$ cat src/rtl/pipe_addsub_if.sv
// Valid/ready bundle for the pipelined adder/subtractor: operation in, result out.
// The master modport is the producer/consumer side, slave is the arithmetic block.
interface pipe_addsub_if #(
    parameter int unsigned WIDTH = 16,
    parameter int unsigned TAG_W = 4
);
    logic             in_valid;
    logic             in_ready;
    logic [WIDTH-1:0] x;
    logic [WIDTH-1:0] y;
    logic             c_i;
    logic             sub;
    logic [TAG_W-1:0] in_tag;
    logic             out_valid;
    logic             out_ready;
    logic [WIDTH-1:0] s;
    logic             c_o;
    logic             ovf;
    logic [TAG_W-1:0] out_tag;

    modport master (
        output in_valid, x, y, c_i, sub, in_tag, out_ready,
        input  in_ready, out_valid, s, c_o, ovf, out_tag
    );

    modport slave (
        input  in_valid, x, y, c_i, sub, in_tag, out_ready,
        output in_ready, out_valid, s, c_o, ovf, out_tag
    );
endinterface

$ cat src/rtl/pipe_addsub.sv
// Pipelined two's-complement adder/subtractor: one CHUNK-bit slice of the carry chain
// is resolved per stage, with operands, tag and valid travelling alongside.
module pipe_addsub #(
    parameter int unsigned WIDTH = 16,
    parameter int unsigned CHUNK = 4,
    parameter int unsigned TAG_W = 4
) (
    input logic          clk,
    input logic          rst,
    pipe_addsub_if.slave bus
);
    localparam int unsigned Stages    = WIDTH / CHUNK;
    localparam int unsigned LastStage = Stages - 1;

    if ((WIDTH % CHUNK) != 0) begin : g_param_check
        $error("pipe_addsub: WIDTH must be a multiple of CHUNK");
    end

    logic [WIDTH-1:0] a_q   [Stages];
    logic [WIDTH-1:0] a_d   [Stages];
    logic [WIDTH-1:0] b_q   [Stages];
    logic [WIDTH-1:0] b_d   [Stages];
    logic [WIDTH-1:0] s_q   [Stages];
    logic [WIDTH-1:0] s_d   [Stages];
    logic             c_q   [Stages];
    logic             c_d   [Stages];
    logic             v_q   [Stages];
    logic             v_d   [Stages];
    logic [TAG_W-1:0] tag_q [Stages];
    logic [TAG_W-1:0] tag_d [Stages];

    logic en;

    // Global stall: the whole pipe, bubbles included, moves only when the output slot frees.
    assign en          = !bus.out_valid || bus.out_ready;
    assign bus.in_ready = rst || en;

    for (genvar k = 0; k < Stages; k++) begin : g_stage
        logic [WIDTH-1:0] a_in;
        logic [WIDTH-1:0] b_in;
        logic [WIDTH-1:0] s_in;
        logic             c_in;
        logic             v_in;
        logic [TAG_W-1:0] tag_in;
        logic [CHUNK:0]   chunk_sum;

        if (k == 0) begin : g_head
            // Subtraction is x + ~y + ~c_i on the same carry chain.
            assign a_in   = bus.x;
            assign b_in   = bus.sub ? ~bus.y : bus.y;
            assign s_in   = '0;
            assign c_in   = bus.c_i ^ bus.sub;
            assign v_in   = bus.in_valid;
            assign tag_in = bus.in_tag;
        end else begin : g_body
            assign a_in   = a_q[k-1];
            assign b_in   = b_q[k-1];
            assign s_in   = s_q[k-1];
            assign c_in   = c_q[k-1];
            assign v_in   = v_q[k-1];
            assign tag_in = tag_q[k-1];
        end

        assign chunk_sum = {1'b0, a_in[k*CHUNK +: CHUNK]} + {1'b0, b_in[k*CHUNK +: CHUNK]}
                         + (CHUNK+1)'(c_in);

        assign a_d[k]   = a_in;
        assign b_d[k]   = b_in;
        assign s_d[k]   = (s_in & ~(WIDTH'({CHUNK{1'b1}}) << (k*CHUNK)))
                        | (WIDTH'(chunk_sum[CHUNK-1:0]) << (k*CHUNK));
        assign c_d[k]   = chunk_sum[CHUNK];
        assign v_d[k]   = v_in;
        assign tag_d[k] = tag_in;
    end

    always_ff @(posedge clk) begin
        if (rst) begin
            for (int k = 0; k < Stages; k++) begin
                a_q[k]   <= '0;
                b_q[k]   <= '0;
                s_q[k]   <= '0;
                c_q[k]   <= 1'b0;
                v_q[k]   <= 1'b0;
                tag_q[k] <= '0;
            end
        end else if (en) begin
            for (int k = 0; k < Stages; k++) begin
                a_q[k]   <= a_d[k];
                b_q[k]   <= b_d[k];
                s_q[k]   <= s_d[k];
                c_q[k]   <= c_d[k];
                v_q[k]   <= v_d[k];
                tag_q[k] <= tag_d[k];
            end
        end
    end

    assign bus.out_valid = v_q[LastStage];
    assign bus.s         = s_q[LastStage];
    assign bus.c_o       = c_q[LastStage];
    assign bus.out_tag   = tag_q[LastStage];
    // a ^ b ^ s at the MSB recovers the carry into it; XOR with carry out gives overflow.
    assign bus.ovf       = a_q[LastStage][WIDTH-1] ^ b_q[LastStage][WIDTH-1]
                         ^ s_q[LastStage][WIDTH-1] ^ c_q[LastStage];
endmodule

$ cat src/flat_wrapper.sv
// flat-port wrapper written by rule: the top's interface ports become plain ports
module pipe_addsub_flat 
#(
    parameter int unsigned WIDTH = 16,
    parameter int unsigned CHUNK = 4,
    parameter int unsigned TAG_W = 4
)
  (clk, rst, bus_in_valid, bus_x, bus_y, bus_c_i, bus_sub, bus_in_tag, bus_out_ready, bus_in_ready, bus_out_valid, bus_s, bus_c_o, bus_ovf, bus_out_tag);
  pipe_addsub_if #(.WIDTH(WIDTH), .TAG_W(TAG_W)) bus_i ();
  input logic clk;
  input logic rst;
  input wire logic [$bits(bus_i.in_valid)-1:0] bus_in_valid;
  input wire logic [$bits(bus_i.x)-1:0] bus_x;
  input wire logic [$bits(bus_i.y)-1:0] bus_y;
  input wire logic [$bits(bus_i.c_i)-1:0] bus_c_i;
  input wire logic [$bits(bus_i.sub)-1:0] bus_sub;
  input wire logic [$bits(bus_i.in_tag)-1:0] bus_in_tag;
  input wire logic [$bits(bus_i.out_ready)-1:0] bus_out_ready;
  output wire logic [$bits(bus_i.in_ready)-1:0] bus_in_ready;
  output wire logic [$bits(bus_i.out_valid)-1:0] bus_out_valid;
  output wire logic [$bits(bus_i.s)-1:0] bus_s;
  output wire logic [$bits(bus_i.c_o)-1:0] bus_c_o;
  output wire logic [$bits(bus_i.ovf)-1:0] bus_ovf;
  output wire logic [$bits(bus_i.out_tag)-1:0] bus_out_tag;
  assign bus_i.in_valid = bus_in_valid;
  assign bus_i.x = bus_x;
  assign bus_i.y = bus_y;
  assign bus_i.c_i = bus_c_i;
  assign bus_i.sub = bus_sub;
  assign bus_i.in_tag = bus_in_tag;
  assign bus_i.out_ready = bus_out_ready;
  assign bus_in_ready = bus_i.in_ready;
  assign bus_out_valid = bus_i.out_valid;
  assign bus_s = bus_i.s;
  assign bus_c_o = bus_i.c_o;
  assign bus_ovf = bus_i.ovf;
  assign bus_out_tag = bus_i.out_tag;
  pipe_addsub #(.WIDTH(WIDTH), .CHUNK(CHUNK), .TAG_W(TAG_W)) u_core (.clk(clk), .rst(rst), .bus(bus_i));
endmodule
$ cat config.mk
export PLATFORM = sky130hd
export DESIGN_NAME = pipe_addsub_flat
export DESIGN_NICKNAME = d
export VERILOG_FILES = /design/src/rtl/pipe_addsub_if.sv /design/src/rtl/pipe_addsub.sv /design/src/flat_wrapper.sv
export SDC_FILE = /design/constraint.sdc
export NUM_CORES = 1
export LEC_CHECK = 0
export ABC_CLOCK_PERIOD_IN_PS = 6500
export CORE_ASPECT_RATIO = 1.4
export CORE_MARGIN = 1.5
export CORE_UTILIZATION = 57
export CTS_BUF_LIST = sky130_fd_sc_hd__clkbuf_4
export DETAILED_ROUTE_END_ITERATION = 12
export GPL_TIMING_DRIVEN = 0
export HOLD_SLACK_MARGIN = 0.1
export PLACE_DENSITY_LB_ADDON = 0.12
export SLEW_MARGIN = 0
export SYNTH_ARGS = -nofsm -noshare
export SYNTH_HDL_FRONTEND = slang
export SYNTH_SLANG_ARGS = --single-unit
$ cat constraint.sdc
create_clock -name clk -period 6.5 [get_ports clk]
set_input_delay 1.3 -clock clk [delete_from_list [all_inputs] [get_ports clk]]
set_output_delay 1.3 -clock clk [all_outputs]
set_load 0.05 [all_outputs]
==> Word level (Yosys, flattened, before mapping) <==
Memory sizes are Yosys's and may differ from the RTL's.
Cells that the tools add are included.
{ "op_classes": {"reduce_logical": 3, "mux": 30, "bitwise_logic": 32, "addsub": 8} }
{ "op_table": {"columns": ["op", "n"], "rows": [
  ["two-way mux 16 bit", 13],
  ["OR 1 bit", 24],
  ["adder 4 x 4 -> 5 bit", 4],
  ["adder 5 x 1 -> 5 bit", 4],
  ["two-way mux 4 bit", 4],
  ["NOT 16 bit", 1],
  ["OR 12 x 16 -> 16 bit", 1],
  ["OR 16 x 12 -> 16 bit", 1],
  ["OR 16 x 8 -> 16 bit", 1],
  ["two-way mux 1 bit", 13],
  ["bitwise XOR 1 bit", 4],
  ["logical OR 1 bit", 2],
  ["zero test 1 bit", 1]
]} }
{ "word_totals": {"ramBits": 216, "memories": 6, "word_cells": 79, "reg_bits": 0, "output_inout_bits": 24, "inputBits": 42} }
{ "memory_table": {"columns": ["memory", "depth", "word_bits", "rd", "rd_ports_with_merged_regs", "wr", "line", "rtl"], "rows": [
  ["u_core.a_q", 4, 16, 4, 0, 4, "pipe_addsub.sv:19", "logic [WIDTH-1:0] a_q [Stages];"],
  ["u_core.b_q", 4, 16, 4, 0, 4, "pipe_addsub.sv:21", "logic [WIDTH-1:0] b_q [Stages];"],
  ["u_core.s_q", 4, 16, 4, 0, 4, "pipe_addsub.sv:23", "logic [WIDTH-1:0] s_q [Stages];"],
  ["u_core.tag_q", 4, 4, 4, 0, 4, "pipe_addsub.sv:29", "logic [TAG_W-1:0] tag_q [Stages];"],
  ["u_core.c_q", 4, 1, 4, 0, 4, "pipe_addsub.sv:25", "logic c_q [Stages];"],
  ["u_core.v_q", 4, 1, 4, 0, 4, "pipe_addsub.sv:27", "logic v_q [Stages];"]
]} }

==> Longest topological paths before layout <==
Gate-level depths: netlist (run 1).
An unclocked memory read counts as a cell.
{ "depth": {"word_depth": 7, "ltp_mapped": 8} }

==> Least setup slack after synthesis (run 1) <==
Ideal clock, no wire load.
{ "synth_path": {"path_type": "input port to output port", "from": "in bus_out_ready", "to": "out bus_in_ready", "n_path_buf": 2, "slack_ps": 437, "cell_stages": 4, "arrival_ps": 4763, "cell_sequence": "nand2b_1 > buf_6 > buf_8 > nand2b_1"} }
{ "synth_via": {"elab_chain_len": 2} }
{ "synth_lines": {"columns": ["item", "line", "rtl"], "rows": [
  ["from (decl)", "flat_wrapper.sv:18", "input wire logic [$bits(bus_i.out_ready)-1:0] bus_out_ready;"],
  ["logical OR 1 bit", "pipe_addsub.sv:35", "assign en = !bus.out_valid || bus.out_ready;"],
  ["logical OR 1 bit", "pipe_addsub.sv:36", "assign bus.in_ready = rst || en;"],
  ["to (decl)", "flat_wrapper.sv:19", "output wire logic [$bits(bus_i.in_ready)-1:0] bus_in_ready;"]
]} }
No other way between the ends.

==> Final worst setup path (run 1) <==
Ends and elaborated chain as after synthesis.

==> reports/qor_table.md, run 1 <==
| Parameter | Value |
|:---|:---|
| Final clock period utilization by the worst path | 0.811 |
| Maximum level of the CTS H-tree | 4 |
| Buffers from clock root to sink, at most | 2 |
| Share of the synthesized area in the top cell type | 0.688 |
| Final RePlAce weighted congestion | 0.745 |
| Vias per std cell | 5.35 |
| Die H | 114 um |
| Hold buffer count at cts | 0 |
| Portion of netlist area occupied by mux cells | 0.00201 |
| Post-synthesis share of cell area spent on full adders, half adders and majority gates | 0.0624 |
| Drc violations | 0 |
| TritonCTS buffer count | 17 |
| Leading cell type by number of instances after synthesis | sky130_fd_sc_hd__edfxtp_1 |
| Die width | 82.0 um |
| Synth async-reset ratio | 0 |
| Port Buf Inserts | 64 |
| Number of global-route vias before repair | 2,774 |
| Net count after synthesis | 402 |
| Cell repeated most along the worst path | sky130_fd_sc_hd__clkdlybuf4s50_1 |
| Dominant combinational cell family by area after synthesis | simple AND/OR/NAND/NOR gates |
| Detailed-router iteration count before antenna repair | 7 |
| Critical Path Source Type | input pin |
| Register area share after synthesis | 0.688 |
| Share of layout cells above drive strength 1 | 0.0849 |
| Overall die area | 0.00931 sq mm |
| Number of placement rows | 40 |
| Largest fanout on the critical path | 75 |
| Final hold viol count | 0 |
| Worst path max stage delay | 0.88 ns |
| Post-detailed-route count of antenna-violating nets | 0 |
| Final core utilization | 0.706 |
| Number of DRC violations after detailed-routing iteration 0 | 198 |
| Top cells by area, synth | sky130_fd_sc_hd__edfxtp_1, sky130_fd_sc_hd__and3_1, sky130_fd_sc_hd__fa_1 |
| Largest net degree at the start of global routing | 76 |
| Post-synthesis average cell area | 14.6 sq um |
| List of cells traversed by the critical path | clkdlybuf4s50_1, nand2b_1, buf_6, buf_8, nand2b_4, buf_16, clkdlybuf4s50_1 |
| Critical Path RT | 5.20 ns |
| Synthesized-area fraction occupied by and/or/nand/nor cells | 0.149 |
| P per Cell Area | 244 mW/mm^2 |
| Effective utilization at floorplan | 0.585 |
| Number of inserted diodes | 0 |
| All-layer global routing usage | 0.204 |
| Filler Cell Count | 623 |
| Setup bufs post-CTS | 0 |
| Via Count | 2,892 |
| Total buffers and inverters traversed by the critical path | 5 |
| HP Class | reg2reg |
| Worst Path Arrival | 3.97 ns |
| Number of warnings issued by yosys | 0 |
| Overall overflow remaining after global route | 0 |
| Number of slew-limit violations in the final report | 0 |
| Worst-path cell with the longest stage delay | sky130_fd_sc_hd__clkdlybuf4s50_1 |
| Wire length of the first global-routing pass | 13,400 um |
| Result of the run | finished, final reports clean |
| Xor and xnor fraction of the mapped netlist area | 0.0405 |
| Core area | 0.00851 sq mm |
| Final-stage net count | 486 |
| Leak pwr | 2.70 nW |
| Hpwl dp | 5970 um |
| Transition time of the tightest slew-check pin | 0.582 ns |
| Max Clk Rate | 190 MHz |
| RSZ-0062 raised after global routing | false |
| Count of different cell masters after synthesis | 25 |
| Delay-heaviest family, CP | buffers and inverters |
| Final routed wire length divided by cell count | 15.6 um |
| Post-synthesis sequential element count | 114 |
| Worst voltage drop across the vdd grid | 0.000149 V |
| Count of final setup violators | 0 |
| I/O pin total | 66 |
| Worst slew margin relative to its limit | 0.612 |
| Root Driver | sky130_fd_sc_hd__clkbuf_4 |
| TritonCTS clock tree | yes |
| Sum of routed wire length over all layers | 8420 um |
| Number of synthesized flops with an enable pin | 114 |
| Worst clock skew on the final layout | 0.00846 ns |
| Total Power | 0.00147 W |
| Cell count after synthesis | 340 |
| Post-synthesis compound-gate area fraction | 0.0181 |
| Clk_lat worst skew | 0.49 ns |
| Synthesis-to-finish area growth | 20.7% |
| Leading cell types by count after synthesis | sky130_fd_sc_hd__edfxtp_1, sky130_fd_sc_hd__and3_1, sky130_fd_sc_hd__nor2_1, sky130_fd_sc_hd__inv_1, sky130_fd_sc_hd__xnor2_1 |
| TritonCTS sink count | 114 |
| Element type at the critical path end | primary output |
| Cell area after technology mapping | 0.00498 sq mm |
| Most area-hungry cell type in the Yosys netlist | sky130_fd_sc_hd__edfxtp_1 |
| WS Path Type | in2out |
| Most frequently used flop master after synthesis | sky130_fd_sc_hd__edfxtp_1 |
| Clk pin slew, worst setup/hold paths | 0.08 ns |
| Number of instances resized during post-cts repair | 0 |
| Max Cap Viol | 0 |
| Initial antenna violation count | 0 |
| Hold Worst Slack | 0.556 ns |
| Post-layout min period | 5.27 ns |
-- worst reg2reg max path: cells and delay by family, from the launching register on --
kind	cells	cell delay, ns
buf+inv	3	0.67
simple gates	2	0.63
flops	1	0.40
-- layout by cell type (no fill, tap or decap), types with 2 or more instances in the layout --
| cell | instances |
|---|---|
| sky130_fd_sc_hd__ha_1 | 12 |
| sky130_fd_sc_hd__clkinv_2 | 3 |
| sky130_fd_sc_hd__edfxtp_1 | 114 |
| sky130_fd_sc_hd__nor3_1 | 2 |
| sky130_fd_sc_hd__a21oi_1 | 11 |
| sky130_fd_sc_hd__clkbuf_1 | 14 |
| sky130_fd_sc_hd__a21o_1 | 4 |
| sky130_fd_sc_hd__nor3b_1 | 2 |
| sky130_fd_sc_hd__fa_1 | 8 |
| sky130_fd_sc_hd__buf_4 | 2 |
| sky130_fd_sc_hd__buf_2 | 3 |
| sky130_fd_sc_hd__nor2b_1 | 2 |
| sky130_fd_sc_hd__nand3b_1 | 4 |
| sky130_fd_sc_hd__nor2_1 | 22 |
| sky130_fd_sc_hd__and3_1 | 87 |
| sky130_fd_sc_hd__clkinv_1 | 7 |
| sky130_fd_sc_hd__xor2_1 | 6 |
| sky130_fd_sc_hd__nand3_1 | 3 |
| sky130_fd_sc_hd__clkdlybuf4s50_1 | 64 |
| sky130_fd_sc_hd__inv_1 | 17 |
| sky130_fd_sc_hd__xnor2_1 | 17 |
| sky130_fd_sc_hd__clkbuf_4 | 20 |
| sky130_fd_sc_hd__buf_6 | 3 |
-- through the flow --
stage / area (sq um) / setup slack (ns) / TNS, ns / cells
2_1_floorplan: 4980 / 0.437 / 0 / 340
3_3_place_gp: 5750 / -2.05 / -2.05 / 509
3_5_place_dp: 5780 / 1.23 / 0 / 510
4_1_cts: 6000 / 1.22 / 0 / 541
5_1_grt: 6000 / 1.11 / 0 / 541
6_report: 6000 / 1.23 / 0 / 541
-- where the power goes --
group	switching [W]	internal [W]
Sequential	0.0000131	0.000862
Clock	0.000228	0.000189
Combinational	0.0000925	0.0000829
Total	0.000334	0.00113
-- area by class of cell --
type / instances / area [sq um] / share of cell area
sequential: 114 / 3420 / 0.570
multi-input combinational: 185 / 1360 / 0.227
timing repair buffer: 65 / 668 / 0.111
clock buffer: 20 / 150 / 0.0250
buffer: 23 / 131 / 0.0219
tap: 105 / 131 / 0.0219
clock inverter: 11 / 71.3 / 0.0119
inverter: 18 / 67.6 / 0.0113
-- metal layers --
layer  vias to the layer above  part of all wire  GRT usage
li1                       1410                 -          -
met1                      1380              0.37      0.224
met2                        97              0.57      0.360
met3                         5             0.052     0.0680
met4                         0            0.0082     0.0712
met5                         -                 0          0
-- path summary, 6_finish.rpt --
path / start / end / slack [ns] / cells after the start
worst max-delay path: bus_out_ready / bus_in_ready / 1.23 / 7
worst min-delay path: u_core.s_q[0][21] / u_core.s_q[0][37] / 0.56 / 1
worst max register to register: u_core.v_q[0][3] / u_core.a_q[0][24] / 4.43 / 5
worst min register to register: u_core.s_q[0][21] / u_core.s_q[0][37] / 0.56 / 1
-- registers in the layout, indices dropped and copies added, names as in the netlist --
signal	count
u_core.c_q	4
u_core.tag_q	16
u_core.v_q	4
u_core.s_q	40
u_core.a_q	25
u_core.b_q	25
-- kinds of logic (layout without fill, tap and decap cells) --
logic type	after synthesis	after routing
buf+inv	41	137
fa+ha+maj	20	20
compound gates	16	16
flops	114	114
simple gates	125	125
mux	1	1
xor+xnor	23	23
Note: power is estimated with default switching activity, not from simulation.
==> run 2, diff against run 1 <==
--- a/config.mk
+++ b/config.mk
@@ -5,10 +5,10 @@
 export SDC_FILE = /design/constraint.sdc
 export NUM_CORES = 1
 export LEC_CHECK = 0
-export ABC_CLOCK_PERIOD_IN_PS = 6500
+export ABC_CLOCK_PERIOD_IN_PS = 4400
 export CORE_ASPECT_RATIO = 1.4
 export CORE_MARGIN = 1.5
-export CORE_UTILIZATION = 57
+export CORE_UTILIZATION = 51
 export CTS_BUF_LIST = sky130_fd_sc_hd__clkbuf_4
 export DETAILED_ROUTE_END_ITERATION = 12
 export GPL_TIMING_DRIVEN = 0
==> constraint.sdc (replaced) <==
create_clock -name clk -period 4.4 [get_ports clk]
set_input_delay 0.88 -clock clk [delete_from_list [all_inputs] [get_ports clk]]
set_output_delay 0.88 -clock clk [all_outputs]
set_load 0.05 [all_outputs]
==> run 2 against run 1 <==
  * Hold slack lost 0.011 ns
  * Largest cell class unchanged
  * Clock-buffer cell count grew 2
  * Total power grew 50%
  * First-iteration DRC count grew 19%
  * Clock skew grew 0.0045 ns
  * Sequential share of layout area shrank 0.14 points
  * Highest routed layer unchanged
  * Sequential cell count is the same
  * Wire length grew 1.6%
  * Cell count grew 0.92%
==> reports/qor_table.md, run 2 (synthesis gave the netlist of run 1 again) <==
| Parameter | Value |
|:---|:---|
| Commonest cells after routing, fill and taps aside | sky130_fd_sc_hd__edfxtp_1, sky130_fd_sc_hd__and3_1, sky130_fd_sc_hd__clkdlybuf4s50_1 |
| R2r worst-path depth | 5 |
| I/O pin total | 66 |
| Max Cap Viol | 0 |
| Post-layout min period | 4.11 ns |
| Wire length of the first global-routing pass | 13,600 um |
| Detailed-router iteration count before antenna repair | 4 |
| Final routed wire length divided by cell count | 15.7 um |
| Number of inserted diodes | 0 |
| Clk_lat worst skew | 0.51 ns |
| Number of slew-limit violations in the final report | 0 |
| Critical Path Source Type | input pin |
| Overall die area | 0.0104 sq mm |
| Buffers from clock root to sink, at most | 2 |
| Hpwl dp | 5840 um |
| Max Clk Rate | 243 MHz |
| TritonCTS clock tree | yes |
| Largest net degree at the start of global routing | 76 |
| Setup bufs post-CTS | 0 |
| TritonCTS sink count | 114 |
| HP Class | reg2reg |
| Leak pwr | 2.71 nW |
| Synthesis-to-finish area growth | 21.0% |
| Biggest registers after layout | u_core.s_q x40, u_core.a_q x25, u_core.b_q x25 |
| Minimum setup slack after placement | -0.0240 ns |
| Via Count | 2,878 |
| Clk pin slew, worst setup/hold paths | 0.10 ns |
| Share of layout cells above drive strength 1 | 0.0940 |
| RSZ-0062 raised after global routing | false |
| Filler Cell Count | 734 |
| Maximum level of the CTS H-tree | 4 |
| Count of final setup violators | 0 |
| Root Driver | sky130_fd_sc_hd__clkbuf_4 |
| Post-detailed-route count of antenna-violating nets | 0 |
| Sum of routed wire length over all layers | 8560 um |
| All-layer global routing usage | 0.183 |
| Number of global-route vias before repair | 2,900 |
| Die H | 120 um |
| Largest reg by FF count | u_core.s_q |
| Flip-flop count of the largest register, all copies and words added | 40 |
| Overall overflow remaining after global route | 0 |
| Final core utilization | 0.636 |
| Cell area after placement | 0.00579 sq mm |
| Initial antenna violation count | 0 |
| Final clock period utilization by the worst path | 0.935 |
| Number of DRC violations after detailed-routing iteration 0 | 236 |
| Port Buf Inserts | 64 |
| Worst voltage drop across the vdd grid | 0.000193 V |
| Worst clock skew on the final layout | 0.0130 ns |
| Result of the run | finished, final reports clean |
| Drc violations | 0 |
| Largest fanout on the critical path | 75 |
| Final-stage net count | 486 |
| Element type at the critical path end | primary output |
| Critical Path RT | 3.52 ns |
| Transition time of the tightest slew-check pin | 0.641 ns |
| Effective utilization at floorplan | 0.526 |
| Total negative slack | 0 ns |
| Post-route cell area | 0.00602 sq mm |
| Worst Path Arrival | 3.23 ns |
| Worst slew margin relative to its limit | 0.573 |
| TritonCTS buffer count | 17 |
| Die width | 86.5 um |
| Hold buffer count at cts | 0 |
| Leading cell type in the layout, fill and taps excluded | sky130_fd_sc_hd__edfxtp_1 |
| Final RePlAce weighted congestion | 0.744 |
| WS Path Type | in2out |
| Final hold viol count | 0 |
| Core area | 0.00946 sq mm |
| P per Cell Area | 366 mW/mm^2 |
| Vias per std cell | 5.27 |
| Worst setup slack after layout | 0.287 ns |
| Number of placement rows | 42 |
| Min-Delay Path Depth | 1 |
[run 2: through the flow]
step / hold slack (ns) / instances / total power (W)
after global placement: 0.530 / 514 / 0.00157
after floorplan: 0.528 / 340 / 0.00148
after CTS: 0.553 / 546 / 0.00222
after global routing: 0.573 / 546 / 0.00230
after detailed placement: 0.535 / 515 / 0.00158
final: 0.546 / 546 / 0.00220
[run 2: timing repair]
item / 4_1_cts / 5_1_grt
gates resized for setup: 1 / 0
hold endpoints to repair: 0 / 0
endpoints found under the setup margin: 1 / 0
[run 2: worst max-delay path, cell delays in order]
cell                              delay, ns
sky130_fd_sc_hd__clkdlybuf4s50_1       0.45
sky130_fd_sc_hd__nand2b_1              0.11
sky130_fd_sc_hd__buf_6                 0.14
sky130_fd_sc_hd__buf_8                 0.15
sky130_fd_sc_hd__nand2b_4              0.50
sky130_fd_sc_hd__buf_16                0.38
sky130_fd_sc_hd__dlygate4sd2_1         0.58
[run 2: where the power goes]
part | internal, W | switching [W]
combinational | 0.000122 | 0.000137
clock | 0.000298 | 0.000352
sequential | 0.00127 | 0.0000192
total | 0.00169 | 0.000508
[run 2: cell type report]
class | instances | area, sq um | area share
repair buffers | 65 | 667 | 0.111
clock buffers | 22 | 165 | 0.0274
multi-input cells | 185 | 1360 | 0.226
flip-flops and latches | 114 | 3420 | 0.569
inverters | 18 | 67.6 | 0.0112
clock inverters | 9 | 66.3 | 0.0110
well taps | 110 | 138 | 0.0229
plain buffers | 23 | 131 | 0.0218
[run 2: layer usage]
layer  track usage  share of wire
met1         0.198           0.38
met2         0.314           0.55
met3        0.0633          0.055
met4        0.0907          0.020
met5             0              0
[run 2: final timing paths]
| check | from | end | slack (ns) |
|---|---|---|---|
| min | u_core.a_q[0][30] | u_core.a_q[0][46] | 0.55 |
| max | bus_out_ready | bus_in_ready | 0.29 |
| max reg2reg | u_core.v_q[0][3] | u_core.s_q[0][32] | 2.35 |
| min reg2reg | u_core.a_q[0][30] | u_core.a_q[0][46] | 0.55 |
